<file path="src/rtl/apb_requester_if.sv">
// Command, response and APB bundle for the APB requester.
// The master modport is the requester's view; slave is the view of whatever surrounds it.
interface apb_requester_if #(
    parameter int unsigned ADDR_WIDTH = 32,
    parameter int unsigned DATA_WIDTH = 32
) ();
    logic                  cmd_valid;
    logic                  cmd_ready;
    logic                  cmd_write;
    logic [ADDR_WIDTH-1:0] cmd_addr;
    logic [DATA_WIDTH-1:0] cmd_wdata;

    logic                  rsp_valid;
    logic                  rsp_ready;
    logic [DATA_WIDTH-1:0] rsp_rdata;
    logic                  rsp_timeout;

    logic                  psel;
    logic                  penable;
    logic                  pwrite;
    logic [ADDR_WIDTH-1:0] paddr;
    logic [DATA_WIDTH-1:0] pwdata;
    logic                  pready;
    logic [DATA_WIDTH-1:0] prdata;

    modport master (
        input  cmd_valid, cmd_write, cmd_addr, cmd_wdata, rsp_ready, pready, prdata,
        output cmd_ready, rsp_valid, rsp_rdata, rsp_timeout,
               psel, penable, pwrite, paddr, pwdata
    );

    modport slave (
        output cmd_valid, cmd_write, cmd_addr, cmd_wdata, rsp_ready, pready, prdata,
        input  cmd_ready, rsp_valid, rsp_rdata, rsp_timeout,
               psel, penable, pwrite, paddr, pwdata
    );
endinterface

</file>
<file path="src/rtl/apb_requester.sv">
// APB initiator: turns one valid/ready command into a SETUP/ACCESS transfer and
// returns its completion (or a wait-state timeout) on the response stream.
module apb_requester #(
    parameter int unsigned ADDR_WIDTH     = 32,
    parameter int unsigned DATA_WIDTH     = 32,
    parameter int unsigned TIMEOUT_CYCLES = 256
) (
    input  logic             clk,
    input  logic             rst,
    apb_requester_if.master  bus
);
    localparam int unsigned CW = (TIMEOUT_CYCLES > 0) ? $clog2(TIMEOUT_CYCLES + 1) : 1;
    localparam logic [CW-1:0] LIMIT = (TIMEOUT_CYCLES == 0) ? '0 : CW'(TIMEOUT_CYCLES - 1);

    typedef enum logic [1:0] {IDLE, SETUP, ACCESS, RESP} state_t;

    state_t        state;
    logic [CW-1:0] wait_cnt;

    always_comb bus.cmd_ready = (state == IDLE) && !rst;

    always_ff @(posedge clk or posedge rst) begin
        if (rst) begin
            state           <= IDLE;
            wait_cnt        <= '0;
            bus.psel        <= 1'b0;
            bus.penable     <= 1'b0;
            bus.pwrite      <= 1'b0;
            bus.paddr       <= '0;
            bus.pwdata      <= '0;
            bus.rsp_valid   <= 1'b0;
            bus.rsp_rdata   <= '0;
            bus.rsp_timeout <= 1'b0;
        end else begin
            case (state)
                IDLE: begin
                    if (bus.cmd_valid && bus.cmd_ready) begin
                        bus.pwrite <= bus.cmd_write;
                        bus.paddr  <= bus.cmd_addr;
                        bus.pwdata <= bus.cmd_wdata;
                        bus.psel   <= 1'b1;
                        state      <= SETUP;
                    end
                end
                SETUP: begin
                    bus.penable <= 1'b1;
                    wait_cnt    <= '0;
                    state       <= ACCESS;
                end
                ACCESS: begin
                    // pready takes precedence over a timeout landing on the same edge
                    if (bus.pready) begin
                        bus.rsp_rdata   <= bus.pwrite ? '0 : bus.prdata;
                        bus.rsp_timeout <= 1'b0;
                        bus.rsp_valid   <= 1'b1;
                        bus.psel        <= 1'b0;
                        bus.penable     <= 1'b0;
                        state           <= RESP;
                    end else if (TIMEOUT_CYCLES != 0 && wait_cnt == LIMIT) begin
                        bus.rsp_rdata   <= '0;
                        bus.rsp_timeout <= 1'b1;
                        bus.rsp_valid   <= 1'b1;
                        bus.psel        <= 1'b0;
                        bus.penable     <= 1'b0;
                        state           <= RESP;
                    end else if (wait_cnt != '1) begin
                        wait_cnt <= wait_cnt + 1'b1;
                    end
                end
                RESP: begin
                    if (bus.rsp_ready) begin
                        bus.rsp_valid <= 1'b0;
                        state         <= IDLE;
                    end
                end
                default: state <= IDLE;
            endcase
        end
    end
endmodule

</file>
<file path="src/flat_wrapper.sv">
// flat-port wrapper written by rule: the top's interface ports become plain ports
module apb_requester_flat 
#(
    parameter int unsigned ADDR_WIDTH     = 32,
    parameter int unsigned DATA_WIDTH     = 32,
    parameter int unsigned TIMEOUT_CYCLES = 256
)
  (clk, rst, bus_cmd_valid, bus_cmd_write, bus_cmd_addr, bus_cmd_wdata, bus_rsp_ready, bus_pready, bus_prdata, bus_cmd_ready, bus_rsp_valid, bus_rsp_rdata, bus_rsp_timeout, bus_psel, bus_penable, bus_pwrite, bus_paddr, bus_pwdata);
  apb_requester_if #(.ADDR_WIDTH(ADDR_WIDTH), .DATA_WIDTH(DATA_WIDTH)) bus_i ();
  input  logic clk;
  input  logic rst;
  input wire logic [$bits(bus_i.cmd_valid)-1:0] bus_cmd_valid;
  input wire logic [$bits(bus_i.cmd_write)-1:0] bus_cmd_write;
  input wire logic [$bits(bus_i.cmd_addr)-1:0] bus_cmd_addr;
  input wire logic [$bits(bus_i.cmd_wdata)-1:0] bus_cmd_wdata;
  input wire logic [$bits(bus_i.rsp_ready)-1:0] bus_rsp_ready;
  input wire logic [$bits(bus_i.pready)-1:0] bus_pready;
  input wire logic [$bits(bus_i.prdata)-1:0] bus_prdata;
  output wire logic [$bits(bus_i.cmd_ready)-1:0] bus_cmd_ready;
  output wire logic [$bits(bus_i.rsp_valid)-1:0] bus_rsp_valid;
  output wire logic [$bits(bus_i.rsp_rdata)-1:0] bus_rsp_rdata;
  output wire logic [$bits(bus_i.rsp_timeout)-1:0] bus_rsp_timeout;
  output wire logic [$bits(bus_i.psel)-1:0] bus_psel;
  output wire logic [$bits(bus_i.penable)-1:0] bus_penable;
  output wire logic [$bits(bus_i.pwrite)-1:0] bus_pwrite;
  output wire logic [$bits(bus_i.paddr)-1:0] bus_paddr;
  output wire logic [$bits(bus_i.pwdata)-1:0] bus_pwdata;
  assign bus_i.cmd_valid = bus_cmd_valid;
  assign bus_i.cmd_write = bus_cmd_write;
  assign bus_i.cmd_addr = bus_cmd_addr;
  assign bus_i.cmd_wdata = bus_cmd_wdata;
  assign bus_i.rsp_ready = bus_rsp_ready;
  assign bus_i.pready = bus_pready;
  assign bus_i.prdata = bus_prdata;
  assign bus_cmd_ready = bus_i.cmd_ready;
  assign bus_rsp_valid = bus_i.rsp_valid;
  assign bus_rsp_rdata = bus_i.rsp_rdata;
  assign bus_rsp_timeout = bus_i.rsp_timeout;
  assign bus_psel = bus_i.psel;
  assign bus_penable = bus_i.penable;
  assign bus_pwrite = bus_i.pwrite;
  assign bus_paddr = bus_i.paddr;
  assign bus_pwdata = bus_i.pwdata;
  apb_requester #(.ADDR_WIDTH(ADDR_WIDTH), .DATA_WIDTH(DATA_WIDTH), .TIMEOUT_CYCLES(TIMEOUT_CYCLES)) u_core (.clk(clk), .rst(rst), .bus(bus_i));
endmodule
</file>
<file path="config.mk">
export PLATFORM = sky130hd
export DESIGN_NAME = apb_requester_flat
export DESIGN_NICKNAME = d
export VERILOG_FILES = /design/src/rtl/apb_requester_if.sv /design/src/rtl/apb_requester.sv /design/src/flat_wrapper.sv
export SDC_FILE = /design/constraint.sdc
export NUM_CORES = 1
export LEC_CHECK = 0
export CAP_MARGIN = 5
export CORE_ASPECT_RATIO = 0.9
export CORE_MARGIN = 10
export CORE_UTILIZATION = 40
export CTS_CLUSTER_DIAMETER = 150
export DETAILED_ROUTE_END_ITERATION = 6
export GPL_TIMING_DRIVEN = 0
export PLACE_DENSITY = 0.74
export RECOVER_POWER = 100
export SYNTH_ARGS = -nofsm -noshare
export SYNTH_HDL_FRONTEND = slang
export SYNTH_SLANG_ARGS = --single-unit
</file>
<file path="constraint.sdc">
create_clock -name clk -period 5.9 [get_ports clk]
set_clock_uncertainty 0.2 [all_clocks]
set_input_delay 1.18 -clock clk [delete_from_list [all_inputs] [get_ports clk]]
set_output_delay 1.18 -clock clk [all_outputs]
set_load 0.005 [all_outputs]
</file>
## Word-level counts from Yosys, hierarchy flattened

Cells that the tools add are included.

- Memories: 0
- Logic and storage cells: 59
- Output and inout bits: 102
- ROM bits: 0
- Bits in registers: 112
- Bits in writable memories: 0
- Bits in latches: 0

- $lt $le $gt $ge: 0
- Multiply operators: 0
- Div/mod/pow operators: 0
- Reductions and logical operators: 15
- Bitwise operators: 0
- Eq/ne operators: 11
- Shift operators: 0
- Multiplexer cells: 22
- Add/sub/neg operators: 1

Operators by type and width:

| kind | number |
|---|---|
| $mux 32 | 3 |
| $mux 9 | 3 |
| $pmux 9 s2 | 1 |
| $add 9x1->9 const B | 1 |
| $eq 9x8->1 const B | 1 |
| $ne 9x9->1 const B | 1 |
| $reduce_and 3->1 | 3 |
| $mux 2 | 4 |
| $ne 2x2->1 const B | 4 |
| $pmux 2 s4 | 1 |
| $reduce_bool 2->1 | 4 |
| $mux 1 | 7 |
| $pmux 1 s2 | 3 |
| $reduce_and 2->1 | 3 |
| $eq 2x2->1 const B | 2 |
| $reduce_and 4->1 | 1 |
| $ne 3x2->1 const B | 1 |
| $eq 2x1->1 const B | 1 |
| $logic_and 1x1->1 | 2 |
| $logic_not 2->1 | 1 |
| $ne 2x1->1 const B | 1 |
| $logic_not 1->1 | 1 |

## Depth between registers and ports, before layout

Gate-level depths: netlist (run 1).

- Depth after elaboration: 5
- Mapped depth: 9
- Depth with buffers taken out: 7

## Worst setup path before layout (run 1)

OpenSTA, ideal clock, no wires.

- Path type: input -> output
- Start point: in rst
- End point: out bus_cmd_ready
- Cell stages on the path: 1
- Arrival time: 1.326 ns
- Required time: 4.520 ns
- Setup slack: 3.194 ns
- Cells stage by stage: nor2b_1

- Word-level cells in the longest chain between the ends: 2

Ends and longest elaborated chain:

| item | line | RTL |
|---|---|---|
| start: declaration | flat_wrapper.sv:11 | `input logic rst;` |
| $logic_not 1->1 | apb_requester.sv:20 | `always_comb bus.cmd_ready = (state == IDLE) && !rst;` |
| $logic_and 1x1->1 | apb_requester.sv:20 |  |
| end: declaration | flat_wrapper.sv:19 | `output wire logic [$bits(bus_i.cmd_ready)-1:0] bus_cmd_ready;` |

No other way between the ends.

## Final worst setup path (run 1)

Same ends and word-level chain as after synthesis.

==> impl_metrics.tcl, run 1 <==
set metrics [dict create \
    fin_crit_ps 3930 \
    clk_pin_slew_ps 70 \
    worst_slack_ps 1970 \
    cts_hold_buf 0 \
    post_cts_resized 0 \
    gp_congestion 0.741 \
    clk_latency_ps 350 \
    grt.overflow.total 0 \
    finalSetupViolCount 0 \
    cp_max_fo 3 \
    numPortBuffers 203 \
    hpwl_mm 9.68 \
    fin_nets 626 \
    leakage_nw 3.07 \
    final_area_um2 6930 \
    postCtsSetupBuffers 0 \
    total_power_mw 3.29 \
    first_pass_iters 4 \
    rsz0062_at_grt "false" \
    end_kind "output port" \
    netlist_area_um2 4350 \
    viasPerCell 4.92 \
    drc 0 \
    netlist_instances 300 \
    swShare_pct 27.8 \
    cp_cell_sequence "dlygate4sd3_1 > nor2b_1 > dlygate4sd3_1" \
    clockBufferDepth 2 \
    grt_pass1_vias 3475 \
    grt_max_degree 64 \
    drt_iter0_markers 115 \
    initial_core_util_pct 40.6 \
    dieHeight_um 119 \
    power.internal_mw 2.38 \
    postLayoutCoreUtil_pct 64.6 \
    crit_type "in -> out" \
    cp.required_ps 4520 \
    timing.final.crit_share_pct 66.7 \
    p_sw_mw 0.915 \
    grtUsageTotal_pct 15.9 \
    htreeDepth 3 \
    maxCapViolations 1 \
    wirelength_mm 12.3 \
    final-hold-violation-count 0 \
    cp_common_cell "dlygate4sd3_1" \
    cts_tree "yes" \
    antenna_found_initial 0 \
    core.rowCount 36 \
    clock_sinks 112 \
    num_io_pins 204 \
    die_x_um 130 \
    slowest_stage "dlygate4sd3_1" \
    drv_slew 50 \
    seqPwrFrac_pct 39.1 \
    ys_async_sr_fraction_pct 100 \
    power_frac_comb_pct 39.5 \
    worstMarginPinSlew_ps 2250 \
    instances_no_fill 653 \
    slew_headroom_pct -50.6 \
    crit_path_start_kind "input pin" \
    grt_first_pass_wirelength_mm 19.2 \
    die-area_um2 15500 \
    ys_ff_latch 112 \
    insertedDiodeCount 0 \
    dp_slack_ps 2120 \
    status "finished with violations" \
    cts_root_buf "clkbuf_16" \
    post_dp_cell_area_um2 6580 \
    num_vias 3215 \
    syn_area_per_cell_um2 14.5 \
    fmax_ghz 0.254 \
    wire_per_inst_um 18.9 \
    yosys_warnings 0 \
    area_growth_pct 59.2 \
    synth_edf_count 0 \
    drive_above_1_share_pct 16.0 \
    worstHoldPathType "reg -> reg" \
    synthesis.nets 411 \
    cts_buffers 9 \
    max_stage_delay_ps 640 \
    p_per_area_nw_per_um2 475 \
    p_clk_share_pct 21.4 \
    violations "capacitance limit, slew limit" \
    cp.arrival_ps 2550 \
    placed_cells 637 \
    ant_nets 0 \
    core-area_um2 10700 \
    ir_drop_mv 0.277 \
    synth_cell_types 28 \
    ys_seq_area_share_pct 64.4 \
    synthFlopType "dfrtp_1" \
]
## area by class of cell
class                           instances  area [µm²]
Clock inverter                          5         103
Fill cell                             843        3790
Tap cell                              133         166
Multi-Input combinational cell        161        1440
Buffer                                 16        60.1
Clock buffer                           11         253
Sequential cell                       112        2800
Inverter                               11        42.5
Timing Repair Buffer                  204        2060
## worst max-delay path: cells and delay by family
kind | cells | cell delay, ps
buffers and inverters | 2 | 1210
and+or+nand+nor | 1 | 160
## synth_stat cells (2+ instances only)
master	n	share of area, %
dfrtp_1	112	64
a22o_1	32	6.4
ha_1	9	2.6
or4_1	2	0.34
or3_1	3	0.43
mux2i_1	2	0.46
a21oi_1	8	0.92
buf_2	5	0.57
clkbuf_1	11	0.95
inv_1	11	0.95
o21ai_0	9	1.0
nand2b_1	2	0.29
nand2_1	7	0.60
nand3_1	6	0.69
nor2_1	2	0.17
nor2b_1	2	0.29
o31ai_1	2	0.34
mux2_2	65	17
## through the flow
step / hold slack [ps] / TNS, ps
detailed placement: 290 / 0
global route: 309 / 0
CTS: 303 / 0
finish: 295 / 0
floorplan: 258 / 0
global placement: 272 / -11950
## final timing paths
check | slack, ps | end | cells past startpoint | from
max in group asynchronous | 2740 | u_core.wait_cnt[3]$_DFFE_PP0P_ | 2 | rst
setup / recovery | 1970 | bus_cmd_ready | 3 | rst
hold / removal | 300 | u_core.bus.penable$_DFFE_PP0P_ | 2 | u_core.bus.penable$_DFFE_PP0P_
min in group asynchronous | 1720 | u_core.bus.pwrite$_DFFE_PP0P_ | 2 | rst
hold reg to reg | 300 | u_core.bus.penable$_DFFE_PP0P_ | 2 | u_core.bus.penable$_DFFE_PP0P_
setup reg to reg | 3080 | u_core.wait_cnt[7]$_DFFE_PP0P_ | 8 | u_core.wait_cnt[0]$_DFFE_PP0P_
## kinds of logic after synthesis
logic type,synth area share [%]
muxes,17.3
and+or+nand+nor,3.48
AOI/OAI and AO/OA,9.80
buffers and inverters,2.47
adders and majority gates,2.59
DFF,64.4
## power groups by stage
stage          registers [mW]  clock network (mW)  logic (mW)
5_1_grt                  1.33               0.762        1.42
3_5_place_dp             1.32                   0        1.45
2_1_floorplan            1.33                   0       0.496
3_3_place_gp             1.30                   0        1.42
6_report                 1.29               0.706        1.30
4_1_cts                  1.31               0.724        1.46
## state kept, by name (all words and copies together) (netlist names)
register,count
u_core.bus.pwdata,32
u_core.bus.rsp_valid,1
u_core.bus.psel,1
u_core.bus.paddr,32
u_core.bus.rsp_rdata,32
u_core.state,2
u_core.bus.rsp_timeout,1
u_core.wait_cnt,9
u_core.bus.pwrite,1
u_core.bus.penable,1
## layer usage
layer | up-vias | GRT usage, % | part of all wire [%]
met5 | - | 0 | 0
met4 | 0 | 6.11 | 2.3
met3 | 17 | 6.92 | 8.7
met2 | 112 | 27.0 | 51
met1 | 1575 | 17.2 | 38
li1 | 1511 | - | -
## cell usage in the layout (no fill, tap or decap), types with 2 or more instances in the layout
master,n
a21oi_1,8
nor2b_1,2
clkbuf_1,16
clkbuf_16,9
or4_1,2
dfrtp_1,112
mux2i_1,2
nor2_1,2
bufinv_16,3
dlygate4sd3_1,104
mux2_2,65
nand2_1,7
inv_1,10
o31ai_1,2
nand3_1,6
clkbuf_8,2
or3_1,3
ha_1,9
nand2b_1,2
o21ai_0,10
clkdlybuf4s50_1,99
a22o_1,32
(Power assumes the default switching activity.)
==> run 2, diff against run 1 <==
Clock period 5.9 ns to 3.77 ns, I/O delays scaled along.
==> run 2 against run 1 <==
Effect of this change:
- the run still ends with capacitance limit, slew limit left
- largest cell class unchanged
- sequential cell count is the same
- largest power group is now sequential cells
- sequential share of layout area up 0.066 points
- sequential power increased by 57%
- power up 54%
- via count grew 0.59%
==> impl_metrics.tcl, run 2 (synthesized netlist as in run 1, its figures left out) <==
set metrics [dict create \
    instances_no_fill 654 \
    post_cts_resized 0 \
    ir_drop_mv 0.419 \
    slew_headroom_pct -0.183 \
    die-area_um2 15500 \
    maxCapViolations 1 \
    cts_tree "yes" \
    grt_pass1_vias 3548 \
    postCtsSetupBuffers 0 \
    status "finished with violations" \
    clock_sinks 112 \
    leakage_nw 3.06 \
    num_io_pins 204 \
    core.rowCount 36 \
    viasPerCell 4.94 \
    cp_max_fo 3 \
    cp_cell_sequence "dlygate4sd3_1 > nor2b_1 > dlygate4sd3_1" \
    dieHeight_um 119 \
    grt.overflow.total 0 \
    timing.final.crit_share_pct 81.4 \
    end_kind "output port" \
    grt_first_pass_wirelength_mm 19.1 \
    crit_type "in -> out" \
    p_per_area_nw_per_um2 734 \
    antenna_found_initial 0 \
    cts_hold_buf 0 \
    wire_per_inst_um 18.8 \
    wirelength_mm 12.3 \
    grt_max_degree 44 \
    cp.required_ps 2820 \
    crit_path_start_kind "input pin" \
    hpwl_mm 9.69 \
    cp_common_cell "dlygate4sd3_1" \
    fin_nets 627 \
    finalSetupTns_ps 0 \
    drt_iter0_markers 135 \
    cts_root_buf "clkbuf_16" \
    die_x_um 130 \
    worstHoldPathType "reg -> reg" \
    initial_core_util_pct 40.6 \
    core-area_um2 10700 \
    drv_slew 1 \
    final_common_cell "dfrtp_1" \
    clk_pin_slew_ps 70 \
    clockBufferDepth 2 \
    drc 0 \
    max_stage_delay_ps 620 \
    final_cell_mix "112 x dfrtp_1, 103 x dlygate4sd3_1, 100 x clkdlybuf4s50_1" \
    whs_path_depth 2 \
    grtUsageTotal_pct 15.5 \
    worstMarginPinSlew_ps 1490 \
    rsz0062_at_grt "false" \
    total_power_mw 5.08 \
    cts_buffers 9 \
    fmax_ghz 0.326 \
    placed_cells 638 \
    first_pass_iters 4 \
    slowest_stage "dlygate4sd3_1" \
    drive_above_1_share_pct 16.1 \
    numPortBuffers 203 \
    num_vias 3234 \
    finalSetupViolCount 0 \
    ant_nets 0 \
    fin_crit_ps 3070 \
    htreeDepth 3 \
    insertedDiodeCount 0 \
    clk_latency_ps 340 \
    final-hold-violation-count 0 \
    area_growth_pct 58.9 \
    postLayoutCoreUtil_pct 64.5 \
    cp.arrival_ps 2110 \
    ff2ff_path_depth 8 \
    top_regs "u_core.bus.paddr (32), u_core.bus.pwdata (32), u_core.bus.rsp_rdata (32)" \
    gp_congestion 0.722 \
    violations "capacitance limit, slew limit" \
]
run 2: routing by layer:
metal	routed length [µm]	GRT usage, %	up-vias
met3	1290	7.80	11
met4	110	4.00	0
met2	6160	26.1	115
met1	4720	17.0	1597
li1	-	-	1511
met5	0	0	-
run 2: path summary, 6_finish.rpt:
check                                          startpoint                                  end  slack, ps
min in group asynchronous                             rst     u_core.bus.paddr[27]$_DFFE_PP0P_       1050
max                                                   rst                        bus_cmd_ready        700
max in group asynchronous                             rst  u_core.bus.rsp_rdata[0]$_DFFE_PP0P_       1250
max reg2reg                u_core.wait_cnt[0]$_DFFE_PP0P_       u_core.wait_cnt[7]$_DFFE_PP0P_        940
min                        u_core.bus.penable$_DFFE_PP0P_       u_core.bus.penable$_DFFE_PP0P_        290
min reg2reg                u_core.bus.penable$_DFFE_PP0P_       u_core.bus.penable$_DFFE_PP0P_        290
run 2: layout make-up:
type | instances | area, µm²
Inverter | 11 | 42.5
Clock inverter | 6 | 92.6
Sequential cell | 112 | 2800
Timing Repair Buffer | 205 | 2070
Multi-Input combinational cell | 161 | 1440
Buffer | 16 | 60.1
Fill cell | 857 | 3800
Clock buffer | 10 | 239
Tap cell | 133 | 166
run 2: critical path, delay by kind of cell:
kind	cells	cell delay, ps
buf+inv	2	1200
simple gates	1	160
run 2: metrics by stage:
stage / worst slack, ps / hold slack (ps) / cell area, µm²
after floorplan: 1240 / 258 / 4360
after global placement: 348 / 272 / 6560
after detailed placement: 713 / 276 / 6600
after CTS: 838 / 292 / 6930
after global routing: 652 / 304 / 6920
final: 702 / 289 / 6920
run 2: where the power goes:
part | internal [mW] | switching [mW]
clock | 0.603 | 0.432
sequential | 1.75 | 0.272
combinational | 1.28 | 0.734
total | 3.64 | 1.44
==> run 3, diff against run 2 <==
Clock period 3.77 ns to 2.95 ns, I/O delays scaled along.
==> run 3 against run 2 <==
Effect of this change:
- the run still ends with capacitance limit, slew limit left
- design area did not move
- non-clock buffer count did not move
- core utilization did not move
- clock power rose by 27%
- via count rose by 0.46%
- critical path type is now reg -> reg
==> impl_metrics.tcl, run 3 (synthesized netlist as in run 1, its figures left out) <==
set metrics [dict create \
    viasPerCell 4.97 \
    drc 0 \
    top_regs "u_core.bus.paddr (32), u_core.bus.pwdata (32), u_core.bus.rsp_rdata (32)" \
    cts_root_buf "clkbuf_16" \
    core-area_um2 10700 \
    postCtsSetupBuffers 0 \
    first_pass_iters 4 \
    drv_slew 34 \
    cts_hold_buf 0 \
    hp-start "u_core.bus.penable$_DFFE_PP0P_" \
    clock_sinks 112 \
    area_growth_pct 58.9 \
    clk_pin_slew_ps 70 \
    worstHoldPathType "reg -> reg" \
    grt_pass1_vias 3548 \
    grt_first_pass_wirelength_mm 19.1 \
    final_common_cell "dfrtp_1" \
    finalSetupTns_ps 0 \
    clockBufferDepth 2 \
    fin_nets 627 \
    worstMarginPinSlew_ps 1530 \
    p_per_area_nw_per_um2 938 \
    wirelength_mm 12.3 \
    hpwl_mm 9.69 \
    die_x_um 130 \
    crit_path_start_kind "flip-flop" \
    cp_max_fo 9 \
    crit-reg2reg-launch "u_core.wait_cnt[0]$_DFFE_PP0P_" \
    post_dp_cell_area_um2 6600 \
    ant_nets 0 \
    status "finished with violations" \
    gp_congestion 0.722 \
    final-hold-violation-count 0 \
    end_kind "flip-flop" \
    num_vias 3249 \
    initial_core_util_pct 40.6 \
    dieHeight_um 119 \
    core.rowCount 36 \
    ir_drop_mv 0.536 \
    drive_above_1_share_pct 17.1 \
    placed_cells 638 \
    maxCapViolations 1 \
    slew_headroom_pct -2.34 \
    holdPathEnd "u_core.bus.penable$_DFFE_PP0P_" \
    ff2ff_path_depth 8 \
    leakage_nw 3.07 \
    cp.required_ps 3020 \
    rr_endpoint "u_core.wait_cnt[7]$_DFFE_PP0P_" \
    cts_buffers 9 \
    reg2reg_slack_ps 190 \
    total_power_mw 6.49 \
    finalSetupViolCount 0 \
    rsz0062_at_grt "false" \
    grt.overflow.total 0 \
    whs_path_depth 2 \
    cp.arrival_ps 2830 \
    fmax_ghz 0.362 \
    final_cell_mix "112 x dfrtp_1, 103 x dlygate4sd3_1, 100 x clkdlybuf4s50_1" \
    crit_type "reg -> reg" \
    final_area_um2 6920 \
    die-area_um2 15500 \
    antenna_found_initial 0 \
    wire_per_inst_um 18.7 \
    insertedDiodeCount 0 \
    instances_no_fill 654 \
    numPortBuffers 203 \
    fin_crit_ps 2760 \
    violations "capacitance limit, slew limit" \
    clk_latency_ps 340 \
    postLayoutCoreUtil_pct 64.5 \
    cts_tree "yes" \
    grtUsageTotal_pct 15.5 \
    grt_max_degree 44 \
    htreeDepth 3 \
    num_io_pins 204 \
    timing.final.crit_share_pct 93.6 \
    drt_iter0_markers 141 \
]
-- run 3: changes by cell type in the layout (fill, tap and decap cells not counted), sizes merged --
cell	change
clkbuf	-1
buf	+1
-- run 3: worst max-delay path, cell delays in order (launching register included) --
cell and delay, ps:
dfrtp_1 420, ha_1 230, nand3_1 150, nor3_1 120, ha_1 230, or4b_1 490, buf_2 180, or4_1 500
a21oi_2 160
-- run 3: cell type report --
class,instances,area (µm²)
buffer,16,65.1
timing repair buffer,205,2060
fill,855,3800
sequential,112,2800
multi-input combinational,161,1450
clock buffer,10,239
clock inverter,6,92.6
tap,133,166
inverter,11,42.5
-- run 3: report_power, final --
part	internal (mW)	switching (mW)	total, mW	leakage (nW)
sequential	2.24	0.347	2.59	1.39
combinational	1.64	0.937	2.58	1.53
clock	0.771	0.553	1.32	0.155
-- run 3: repair_timing --
item | 4_1_cts | 5_1_grt
resized for setup | 0 | 1
endpoints found under the setup margin | 0 | 1
hold endpoints to repair | 0 | 0
-- run 3: metrics by stage --
step | hold WS, ps | setup slack (ps)
final | 288 | 189
after global routing | 304 | 9.20
after CTS | 292 | 178
after detailed placement | 276 | 57.2
after global placement | 272 | -308
after floorplan | 258 | 415
-- run 3: worst max-delay path by stage --
| stage | startpoint | end | slack (ps) | depth (start not counted) |
|---|---|---|---|---|
| global route | u_core.wait_cnt[0]$_DFFE_PP0P_ | u_core.wait_cnt[7]$_DFFE_PP0P_ | 9 | 8 |
| finish | u_core.wait_cnt[0]$_DFFE_PP0P_ | u_core.wait_cnt[7]$_DFFE_PP0P_ | 190 | 8 |
| detailed placement | rst | u_core.bus.paddr[2]$_DFFE_PP0P_ | 60 | 6 |
| CTS | u_core.wait_cnt[0]$_DFFE_PP0P_ | u_core.wait_cnt[7]$_DFFE_PP0P_ | 180 | 8 |
| floorplan | u_core.wait_cnt[0]$_DFFE_PP0P_ | u_core.wait_cnt[5]$_DFFE_PP0P_ | 420 | 8 |
| global placement | rst | u_core.bus.rsp_rdata[28]$_DFFE_PP0P_ | -310 | 2 |
-- run 3: layer usage --
metal	wire [µm]	GRT usage, %	vias up
li1	-	-	1518
met1	4710	17.0	1605
met3	1290	7.80	12
met5	0	0	-
met4	119	4.00	0
met2	6130	26.1	114
